## src/rtl/spi_reg_bank.sv

```systemverilog
// SPI-accessible register bank. SPI pins are resynchronized into clk and
// decoded by edge detection; one frame = R/W bit, address, data, MSB first.
module spi_reg_bank #(
  parameter int NUM_REGS = 5,
  parameter int ADDR_W   = 7,
  parameter int DATA_W   = 8,
  parameter int CPOL     = 0,
  parameter int CPHA     = 0
) (
  input  logic                       clk,
  input  logic                       rst_n,
  input  logic                       sclk,
  input  logic                       ncs,
  input  logic                       copi,
  output logic                       cipo,
  output logic                       cipo_oe,
  output logic [NUM_REGS*DATA_W-1:0] regs_out,
  output logic                       wr_stb,
  output logic [ADDR_W-1:0]          wr_addr,
  output logic                       frame_err
);
  localparam int FRAME_W = 1 + ADDR_W + DATA_W;
  localparam int CW = $clog2(FRAME_W + 1);
  localparam logic [CW-1:0] CNT_ADDR_LAST = CW'(ADDR_W);
  localparam logic [CW-1:0] CNT_LAST = CW'(FRAME_W - 1);
  localparam logic [CW-1:0] CNT_FULL = CW'(FRAME_W);
  localparam bit SAMPLE_RISE = (CPOL == CPHA);

  typedef enum logic [2:0] {IDLE, CMD, ADDR, DATA, DONE} phase_t;
  phase_t state;

  logic [1:0] ncs_s;
  logic [1:0] copi_s;
  logic [2:0] sclk_s;
  logic ncs_prev;
  logic armed;

  logic [CW-1:0] cnt;
  logic [FRAME_W-2:0] rx;
  logic [DATA_W-1:0] tx;
  logic is_read;
  logic [DATA_W-1:0] regs [NUM_REGS];

  logic ncs_sync, ncs_rise, edge_ok, sclk_rise, sclk_fall;
  logic sample_ok, launch_ok, last_bit, wr_hit;
  logic [FRAME_W-1:0] rx_next;
  logic [CW-1:0] cnt_next;
  logic [DATA_W-1:0] rd_val;
  logic [ADDR_W-1:0] waddr;
  logic [DATA_W-1:0] wdata;

  // armed stays low after reset until ncs is seen high, so a frame already
  // in flight at reset release is ignored.
  always_ff @(posedge clk) begin
    if (!rst_n) begin
      ncs_s    <= '0;
      copi_s   <= '0;
      sclk_s   <= '0;
      ncs_prev <= 1'b0;
      armed    <= 1'b0;
    end else begin
      ncs_s    <= {ncs_s[0], ncs};
      copi_s   <= {copi_s[0], copi};
      sclk_s   <= {sclk_s[1:0], sclk};
      ncs_prev <= ncs_s[1];
      armed    <= armed | ncs_s[1];
    end
  end

  assign ncs_sync  = ncs_s[1];
  assign ncs_rise  = ncs_sync & ~ncs_prev;
  // Gating on the previous ncs level lets a final-bit edge win over an ncs
  // rise seen in the same cycle.
  assign edge_ok   = armed & ~ncs_prev;
  assign sclk_rise = sclk_s[1] & ~sclk_s[2];
  assign sclk_fall = ~sclk_s[1] & sclk_s[2];
  assign sample_ok = edge_ok & (SAMPLE_RISE ? sclk_rise : sclk_fall) & (cnt != CNT_FULL);
  assign launch_ok = edge_ok & (SAMPLE_RISE ? sclk_fall : sclk_rise);
  assign rx_next   = {rx, copi_s[1]};
  assign cnt_next  = sample_ok ? cnt + 1'b1 : cnt;
  assign last_bit  = sample_ok & (cnt == CNT_LAST);
  assign waddr     = rx_next[DATA_W +: ADDR_W];
  assign wdata     = rx_next[DATA_W-1:0];

  always_comb begin
    rd_val = '0;
    wr_hit = 1'b0;
    for (int i = 0; i < NUM_REGS; i++) begin
      if (rx_next[ADDR_W-1:0] == ADDR_W'(i)) rd_val = regs[i];
      if (waddr == ADDR_W'(i)) wr_hit = 1'b1;
    end
  end

  always_ff @(posedge clk) begin
    if (!rst_n) begin
      state     <= IDLE;
      cnt       <= '0;
      rx        <= '0;
      tx        <= '0;
      is_read   <= 1'b0;
      cipo      <= 1'b0;
      cipo_oe   <= 1'b0;
      wr_stb    <= 1'b0;
      wr_addr   <= '0;
      frame_err <= 1'b0;
      for (int i = 0; i < NUM_REGS; i++) regs[i] <= '0;
    end else begin
      wr_stb    <= 1'b0;
      frame_err <= ncs_rise && (cnt_next != '0) && (cnt_next != CNT_FULL);
      cipo_oe   <= armed & ~ncs_sync;

      if (last_bit && rx_next[FRAME_W-1] && wr_hit) begin
        for (int i = 0; i < NUM_REGS; i++)
          if (waddr == ADDR_W'(i)) regs[i] <= wdata;
        wr_stb  <= 1'b1;
        wr_addr <= waddr;
      end

      if (sample_ok) begin
        cnt <= cnt_next;
        rx  <= rx_next[FRAME_W-2:0];
      end

      if (launch_ok && state == DATA && is_read) begin
        cipo <= tx[DATA_W-1];
        tx   <= {tx[DATA_W-2:0], 1'b0};
      end else if (state != DATA) begin
        cipo <= 1'b0;
      end

      case (state)
        IDLE: if (armed && !ncs_sync) state <= CMD;
        CMD: if (sample_ok) begin
          is_read <= ~copi_s[1];
          state   <= ADDR;
        end
        ADDR: if (sample_ok && cnt == CNT_ADDR_LAST) begin
          tx    <= is_read ? rd_val : '0;
          state <= DATA;
        end
        DATA: if (last_bit) state <= DONE;
        DONE: state <= DONE;
        default: state <= IDLE;
      endcase

      if (ncs_sync) begin
        state   <= IDLE;
        cnt     <= '0;
        rx      <= '0;
        tx      <= '0;
        is_read <= 1'b0;
        cipo    <= 1'b0;
      end
    end
  end

  for (genvar g = 0; g < NUM_REGS; g++) begin : g_out
    assign regs_out[g*DATA_W +: DATA_W] = regs[g];
  end

endmodule

```

## config.mk

```make
export PLATFORM = sky130hd
export DESIGN_NAME = spi_reg_bank
export DESIGN_NICKNAME = d
export VERILOG_FILES = /design/src/rtl/spi_reg_bank.sv
export SDC_FILE = /design/constraint.sdc
export NUM_CORES = 1
export LEC_CHECK = 0
export ABC_AREA = 1
export CORE_MARGIN = 1
export CORE_UTILIZATION = 35
export CTS_CLUSTER_SIZE = 28
export DETAILED_ROUTE_END_ITERATION = 12
export DONT_BUFFER_PORTS = 1
export SLEW_MARGIN = 15
export SYNTH_ARGS = -nofsm -noshare
export SYNTH_HDL_FRONTEND = slang
export SYNTH_SLANG_ARGS = --single-unit
```

## constraint.sdc

```tcl
create_clock -name clk -period 5.54 [get_ports clk]
set_input_delay 0.554 -clock clk [delete_from_list [all_inputs] [get_ports clk]]
set_output_delay 0.554 -clock clk [all_outputs]
set_load 0.005 [all_outputs]
```

==> Yosys cells after proc, flatten, opt, wreduce, memory -nomap -nowiden <==
Memory sizes are Yosys's and may differ from the RTL's.
Cells that the tools add are included.
{ "word_totals": {"latchBits": 0, "regBits": 52, "memories": 1, "romBits": 0, "mem_bits_rw": 40, "output_inout_bits": 51} }
{ "memory_table": {"columns": ["name", "words", "width", "read_ports", "rd_clocked_by_memory_dff", "wr", "line_no", "rtl"], "rows": [
  ["regs", 5, 8, 5, 0, 5, "42", "logic [DATA_W-1:0] regs [NUM_REGS];"]
]} }
{ "classes": {"n_bitwise": 21, "div": 0, "n_reduce_logical": 17, "n_mux": 48, "order_cmp": 0, "add_sub_neg": 1, "n_shift": 0, "n_mul": 0, "n_eq_ne": 21} }
{ "ops": {"columns": ["cell", "count"], "rows": [
  ["8-bit two-way mux", 14],
  ["7-bit by 2-bit == test with 1-bit output, second input constant", 4],
  ["1-bit two-way mux", 28],
  ["3-bit one-hot mux with 5 select lines", 1],
  ["7-bit by 1-bit == test with 1-bit output, second input constant", 2],
  ["7-bit by 3-bit == test with 1-bit output, second input constant", 2],
  ["7-bit logical NOT", 2],
  ["3-bit two-way mux", 4],
  ["5-bit inequality test, second input constant", 2],
  ["1-bit AND", 9],
  ["1-bit logical AND", 8],
  ["2-bit inequality test, second input constant", 4],
  ["3-bit by 2-bit == test with 1-bit output, second input constant", 2],
  ["1-bit inverter", 6],
  ["1-bit bitwise OR", 6],
  ["5-bit by 1-bit adder with 5-bit output, second input constant", 1],
  ["5-bit by 3-bit == test with 1-bit output, second input constant", 1],
  ["5-bit by 4-bit == test with 1-bit output, second input constant", 1],
  ["5-bit two-way mux", 1],
  ["5-bit nonzero test", 1],
  ["4-bit AND reduction", 1],
  ["3-bit by 1-bit == test with 1-bit output, second input constant", 1],
  ["3-bit == test, second input constant", 1],
  ["3-bit logical NOT", 1],
  ["other kinds (5)", 5]
]} }

==> Logic depth before layout (Yosys ltp) <==
Gate-level depths: netlist of the first run.
{ "depth": {"word_depth": 11, "ltp_mapped": 11} }

==> Worst setup path before layout of the first run <==
Ideal clock, no wire load.
{ "synth_timing": {"path_kind": "register to register", "startpoint": "register cnt[1]", "endpoint": "memory regs[0][0] (enable)", "period_less_slack_ps": 1891, "path_slack_ps": 3649, "setup_time_ps": 343, "arrival_time_ps": 1548, "required_time_ps": 5197, "path_stages_with_launch": 10, "path_cell_list": "dfxtp_1 ha_1 nand2_2 nor2_1 ha_1 nand3_2 nor2_2 nand2_2 buf_6 o21ai_2"} }
{ "synth_lines": {"columns": ["element", "line_no", "rtl"], "rows": [
  ["from (decl)", "38", "logic [CW-1:0] cnt;"],
  ["from (signal assigned)", "120", "cnt <= cnt_next;"],
  ["to (decl)", "42", null]
]} }

==> impl_metrics.py, run 1 <==
metrics = {
    "status": {
        "status": "completed",
    },
    "die": {
        "core-area_um2": 10900,
        "die-area_um2": 11800,
        "initial_utilization": 0.364,
        "num_rows": 38,
        "die_height_um": 109,
        "ios": 56,
        "fp.dieW_um": 109,
    },
    "cells_and_area": {
        "instances_no_fill": 569,
        "final_util": 0.398,
        "design_area_um2": 4350,
        "nets": 432,
        "antenna_cells": 0,
        "areaGrowthSynthToFinish_pct": 9.44,
        "nFillCells": 1103,
        "drive_above_1_share": 0.177,
    },
    "yosys": {
        "synth_warnings": 0,
        "syn-num-nets": 433,
        "yosysTopAreaCellShare": 0.302,
        "synth_edf_count": 40,
        "async_reset_ff_frac": 0,
        "syn_avg_cell_area_um2": 9.36,
        "synthTopCellsByArea": "edfxtp_1 (30%), dfxtp_1 (26%), nand2_1 (6.9%)",
        "ys_top_cells_by_count": "nand2_1 (73), dfxtp_1 (52), nor2_1 (44)",
        "synth_ff_type": "dfxtp_1",
        "synth_seq_cells": 92,
        "syn-instance-count": 425,
        "synth_cell_types": 35,
        "seq_area_frac_synth": 0.564,
        "synth_most_common_cell": "nand2_1",
        "yosysTopAreaCell": "edfxtp_1",
        "syn_area_um2": 3980,
    },
    "worst_setup_path": {
        "cp.required_ns": 5.53,
        "cp_slowest_cell": "o21ai_2",
        "end_kind": "register",
        "r2r-end": "regs[0][4]",
        "r2r_cells": 8,
        "r2r_start": "cnt[1]",
        "worst_ep_arrival_time_ns": 2.18,
        "path_cells": "ha_1 > nand2_2 > nor2_1 > ha_1 > nand3_2 > nor2_2 > nand2_2 > o21ai_2",
        "ff2ff_setup_slack_ns": 3.34,
        "start_kind": "register",
        "critPathBufInv": 0,
        "crit_fanout": 12,
        "cpPeakStageDelay_ns": 0.47,
        "crit_family": "simple AND/OR/NAND/NOR gates",
        "critical_path_class": "register to register",
    },
    "routing": {
        "vias": 2772,
        "drt_iter0_drc": 131,
        "wire_per_inst_um": 15.3,
        "antenna_left": 0,
        "first_pass_iters": 4,
        "wl_um": 8730,
        "drc": 0,
        "via_per_inst": 4.87,
    },
    "clocking": {
        "ctsResizeCount": 0,
        "cts.sinks": 92,
        "clock_latency_ns": 0.35,
        "cts_tree": "built",
        "clk_path_buf_depth": 2,
        "cts_buffers": 9,
        "path_clk_slew_ns": 0.07,
        "cts_hold_buffers": 0,
        "htree_levels": 3,
        "root_buffer": "clkbuf_16",
        "postCtsSetupRepairBufs": 0,
    },
    "timing": {
        "drv_slew": 0,
        "tns_ns": 0,
        "finalCriticalPeriod_ns": 2.20,
        "timing.fmax_mhz": 455,
        "setup_viol": 0,
        "layout_worst_path_cycle_share": 0.397,
        "setup_slack_ns": 3.34,
        "hold_ws_ns": 0.302,
        "slew_headroom": 0.429,
        "hold_viol": 0,
        "fin_skew_ns": 0.00742,
        "worst_pin_slew_ns": 0.856,
        "rsz0062_at_grt": "no",
    },
    "global_routing": {
        "grt_pass1_vias": 2738,
        "grt_usage": 0.163,
        "antenna_found_initial": 0,
        "grt_overflow": 0,
        "grt_max_degree": 28,
        "grt_pass1_wl_um": 14300,
    },
    "placed_design": {
        "post-place-cells": 553,
        "hpwl_um": 6260,
        "placed_area_um2": 4070,
        "portBuffers": 0,
        "globalplace.congestion": 0.803,
        "pre_cts_ws_ns": 3.32,
    },
    "min_path": {
        "holdPathStages": 2,
        "hp-start": "rst_n",
        "hp-class": "primary input to register",
        "min_to": "copi_s[1]",
    },
    "pwr": {
        "powerDensity_nw_per_um2": 338,
        "p_leak_nw": 1.71,
        "ir_worst_vdd_v": 0.000140,
        "p_total_mw": 1.47,
    },
    "flow_run": {
        "drv_cap": 0,
    },
}
==> power by group <==
part,total [mW],internal (mW),switching (mW),leakage [nW]
registers,0.750,0.729,0.0218,0.834
clock network,0.592,0.320,0.271,0.133
logic,0.127,0.0441,0.0827,0.744
total,1.47,1.09,0.376,1.71
==> cells in the final DEF (no fill, tap or decap), types with 5 or more instances in the layout <==
cell and instances:
a21oi_1 27, a21oi_2 9, clkbuf_16 9, dfxtp_1 52, edfxtp_1 40, inv_1 33, inv_2 13, nand2_1 73
nand2_2 7, nand3_1 36, nor2_1 44, nor2_2 12, nor2_4 5, o211ai_1 6, o21ai_0 21, o21ai_2 5
or2_0 5
==> worst max path at each step <==
stage | cells after the start | end | slack (ns) | from
2_1_floorplan | 9 | regs[0][0] | 3.65 | cnt[1]
3_3_place_gp | 8 | regs[0][11] | 3.40 | cnt[1]
3_5_place_dp | 8 | regs[0][10] | 3.32 | cnt[1]
4_1_cts | 8 | regs[0][8] | 3.30 | cnt[1]
5_1_grt | 8 | regs[0][16] | 3.15 | cnt[1]
6_report | 8 | regs[0][4] | 3.34 | cnt[1]
==> flip-flops by register name (all words and copies together) (netlist names), 3 cells and up <==
| signal | flops |
|---|---|
| cnt | 5 |
| regs | 40 |
| wr_addr | 7 |
| sclk_s | 3 |
| tx | 8 |
| rx | 15 |
| state | 3 |
==> cell families (layout without fill, tap and decap cells) <==
group                      Yosys count  after routing  share of synthesized area
xor gates and xnor gates             3              3                    0.00661
buffers and inverters               58             62                     0.0651
DFF                                 92             92                      0.564
AOI/OAI and AO/OA                   74             74                      0.113
adders and majority gates            3              3                    0.00944
and+or+nand+nor                    195            195                      0.242
==> metal layers <==
| layer | part of all wire | wire length, um | global-route usage | vias to the layer above |
|---|---|---|---|---|
| met3 | 0.061 | 529 | 0.0549 | 8 |
| met4 | 0.017 | 146 | 0.0589 | 0 |
| met5 | 0 | 0 | 0 | - |
| met1 | 0.45 | 3930 | 0.200 | 1292 |
| met2 | 0.47 | 4120 | 0.264 | 61 |
| li1 | - | - | - | 1411 |
==> final cells by class <==
| cell class | count | area (um2) | share of cell area |
|---|---|---|---|
| inverters | 46 | 173 | 0.0397 |
| multi-input cells | 275 | 1480 | 0.339 |
| flip-flops and latches | 92 | 2240 | 0.515 |
| clock inverters | 6 | 47.5 | 0.0109 |
| well taps | 140 | 175 | 0.0403 |
| clock buffers | 10 | 239 | 0.0549 |
Note: power is estimated with default switching activity, not from simulation.
==> run 2, diff against run 1 <==
==> constraint.sdc (replaced) <==
create_clock -name clk -period 1.9 [get_ports clk]
set_input_delay 0.19 -clock clk [delete_from_list [all_inputs] [get_ports clk]]
set_output_delay 0.19 -clock clk [all_outputs]
set_load 0.005 [all_outputs]
==> run 2 against run 1 <==
Effect of this change:
- critical endpoint is now regs[0][13]
- clock power rose to 3.0 times the previous value
- the run now ends with negative setup slack left
- worst hold slack got worse by 0.24 ns
- critical path depth rose by 2
- highest routed layer unchanged
- largest cell class unchanged
- fmax rose by 15%
- largest power group unchanged
- via count rose by 5.2%
==> impl_metrics.py, run 2 (synthesized netlist as in run 1, its figures left out) <==
metrics = {
    "placed_design": {
        "portBuffers": 0,
        "hpwl_um": 6500,
        "placed_area_um2": 4200,
        "pre_cts_ws_ns": -0.0423,
        "globalplace.congestion": 0.854,
    },
    "worst_setup_path": {
        "crit_fanout": 8,
        "start_kind": "register",
        "end_kind": "register",
        "critical_path_class": "register to register",
        "worst_ep_arrival_time_ns": 1.97,
        "cp.required_ns": 1.96,
    },
    "global_routing": {
        "grt_use_met1": 0.199,
        "grt_pass1_wl_um": 14300,
        "met3_usage": 0.0404,
        "grt_use_met2": 0.264,
        "grt_pass1_vias": 2840,
        "grt_usage": 0.162,
        "grt_overflow": 0,
        "grt_max_degree": 24,
        "antenna_found_initial": 0,
        "busiest_layer": "met2",
    },
    "timing": {
        "slew_headroom": 0.638,
        "worst_pin_slew_ns": 0.542,
        "rsz0062_at_grt": "yes",
        "layout_worst_path_cycle_share": 1.01,
        "timing.fmax_mhz": 522,
        "hold_viol": 0,
        "setup_viol": 14,
        "fin_skew_ns": 0.0156,
        "finalCriticalPeriod_ns": 1.92,
        "drv_slew": 0,
        "setup_slack_ns": -0.0158,
    },
    "clocking": {
        "root_buffer": "clkbuf_16",
        "clk_path_buf_depth": 2,
        "cts.sinks": 92,
        "cts_tree": "built",
        "htree_levels": 3,
        "cts_buffers": 9,
        "clock_latency_ns": 0.34,
        "path_clk_slew_ns": 0.07,
    },
    "status": {
        "status": "complete, but fails checks",
        "failed_checks": "negative setup slack",
    },
    "die": {
        "die_height_um": 109,
        "num_rows": 38,
        "core-area_um2": 10900,
        "fp.dieW_um": 109,
        "ios": 56,
        "initial_utilization": 0.364,
        "die-area_um2": 11800,
    },
    "cells_and_area": {
        "largest_reg_flops": 40,
        "design_area_um2": 4770,
        "final_util": 0.436,
        "final_common_cell": "nand2_1",
        "nets": 455,
        "antenna_cells": 0,
        "drive_above_1_share": 0.226,
        "final_cell_mix": "nand2_1 (72), dfxtp_1 (50), nor2_1 (43)",
        "areaGrowthSynthToFinish_pct": 19.9,
        "largest_registers": "regs x40, rx x15, tx x8",
        "nFillCells": 1056,
        "top_register": "regs",
    },
    "routing": {
        "via_per_inst": 4.92,
        "wire_per_inst_um": 15.2,
        "drt_iter0_drc": 82,
        "antenna_left": 0,
        "wl_um": 9000,
        "first_pass_iters": 4,
        "drc": 0,
        "vias": 2915,
    },
    "min_path": {
        "hp-class": "primary input to register",
    },
    "flow_run": {
        "drv_cap": 0,
    },
    "pwr": {
        "p_total_mw": 4.36,
        "ir_worst_vdd_v": 0.000427,
        "p_leak_nw": 1.87,
        "powerDensity_nw_per_um2": 914,
    },
}
run 2: repair_timing:
action,in CTS,in global routing
endpoints found under the setup margin,67,81
buffers inserted,0,8
gates resized for setup,4,28
pin swaps,0,8
hold buffers,4,0
hold endpoints to repair,10,0
run 2: routing by layer:
metal | share of wire | up-vias | routed length [um]
met5 | 0 | - | 0
met4 | 0.029 | 0 | 262
met3 | 0.061 | 15 | 552
li1 | - | 1460 | -
met1 | 0.43 | 1366 | 3900
met2 | 0.48 | 74 | 4280
run 2: layout make-up:
type | count | area [um2] | share of cell area
Sequential cell | 92 | 2250 | 0.472
Multi-Input combinational cell | 275 | 1620 | 0.339
Timing Repair Buffer | 23 | 253 | 0.0530
Clock buffer | 9 | 225 | 0.0473
Inverter | 46 | 175 | 0.0368
Tap cell | 140 | 175 | 0.0368
Clock inverter | 7 | 73.8 | 0.0155
run 2: stage by stage:
step                      hold WS (ns)  cells  TNS, ns
after global placement           0.285    564        0
after detailed placement         0.290    564   -0.539
after CTS                       0.0532    584        0
after floorplan                  0.288    425        0
after global routing            0.0669    592    -2.23
final                           0.0614    592  -0.0901
run 2: final timing paths:
path | cells after the start | slack, ns | startpoint | end
max | 10 | -0.02 | cnt[1] | regs[0][13]
min | 2 | 0.06 | rst_n | wr_addr[3]
max reg2reg | 10 | -0.02 | cnt[1] | regs[0][13]
min reg2reg | 2 | 0.41 | sclk_s[0] | sclk_s[1]
run 2: worst max-delay path, stage by stage, from the launching register on:
cell,delay (ns)
dfxtp_2,0.36
ha_4,0.15
nand2_4,0.06
nor2_4,0.13
ha_4,0.15
nand3_4,0.08
nor2_4,0.16
nand2_4,0.10
buf_6,0.14
o21ai_4,0.16
buf_12,0.14
run 2: power by group:
group / internal [mW] / switching [mW]
clock network: 0.931 / 0.839
registers: 2.12 / 0.0662
logic: 0.155 / 0.244
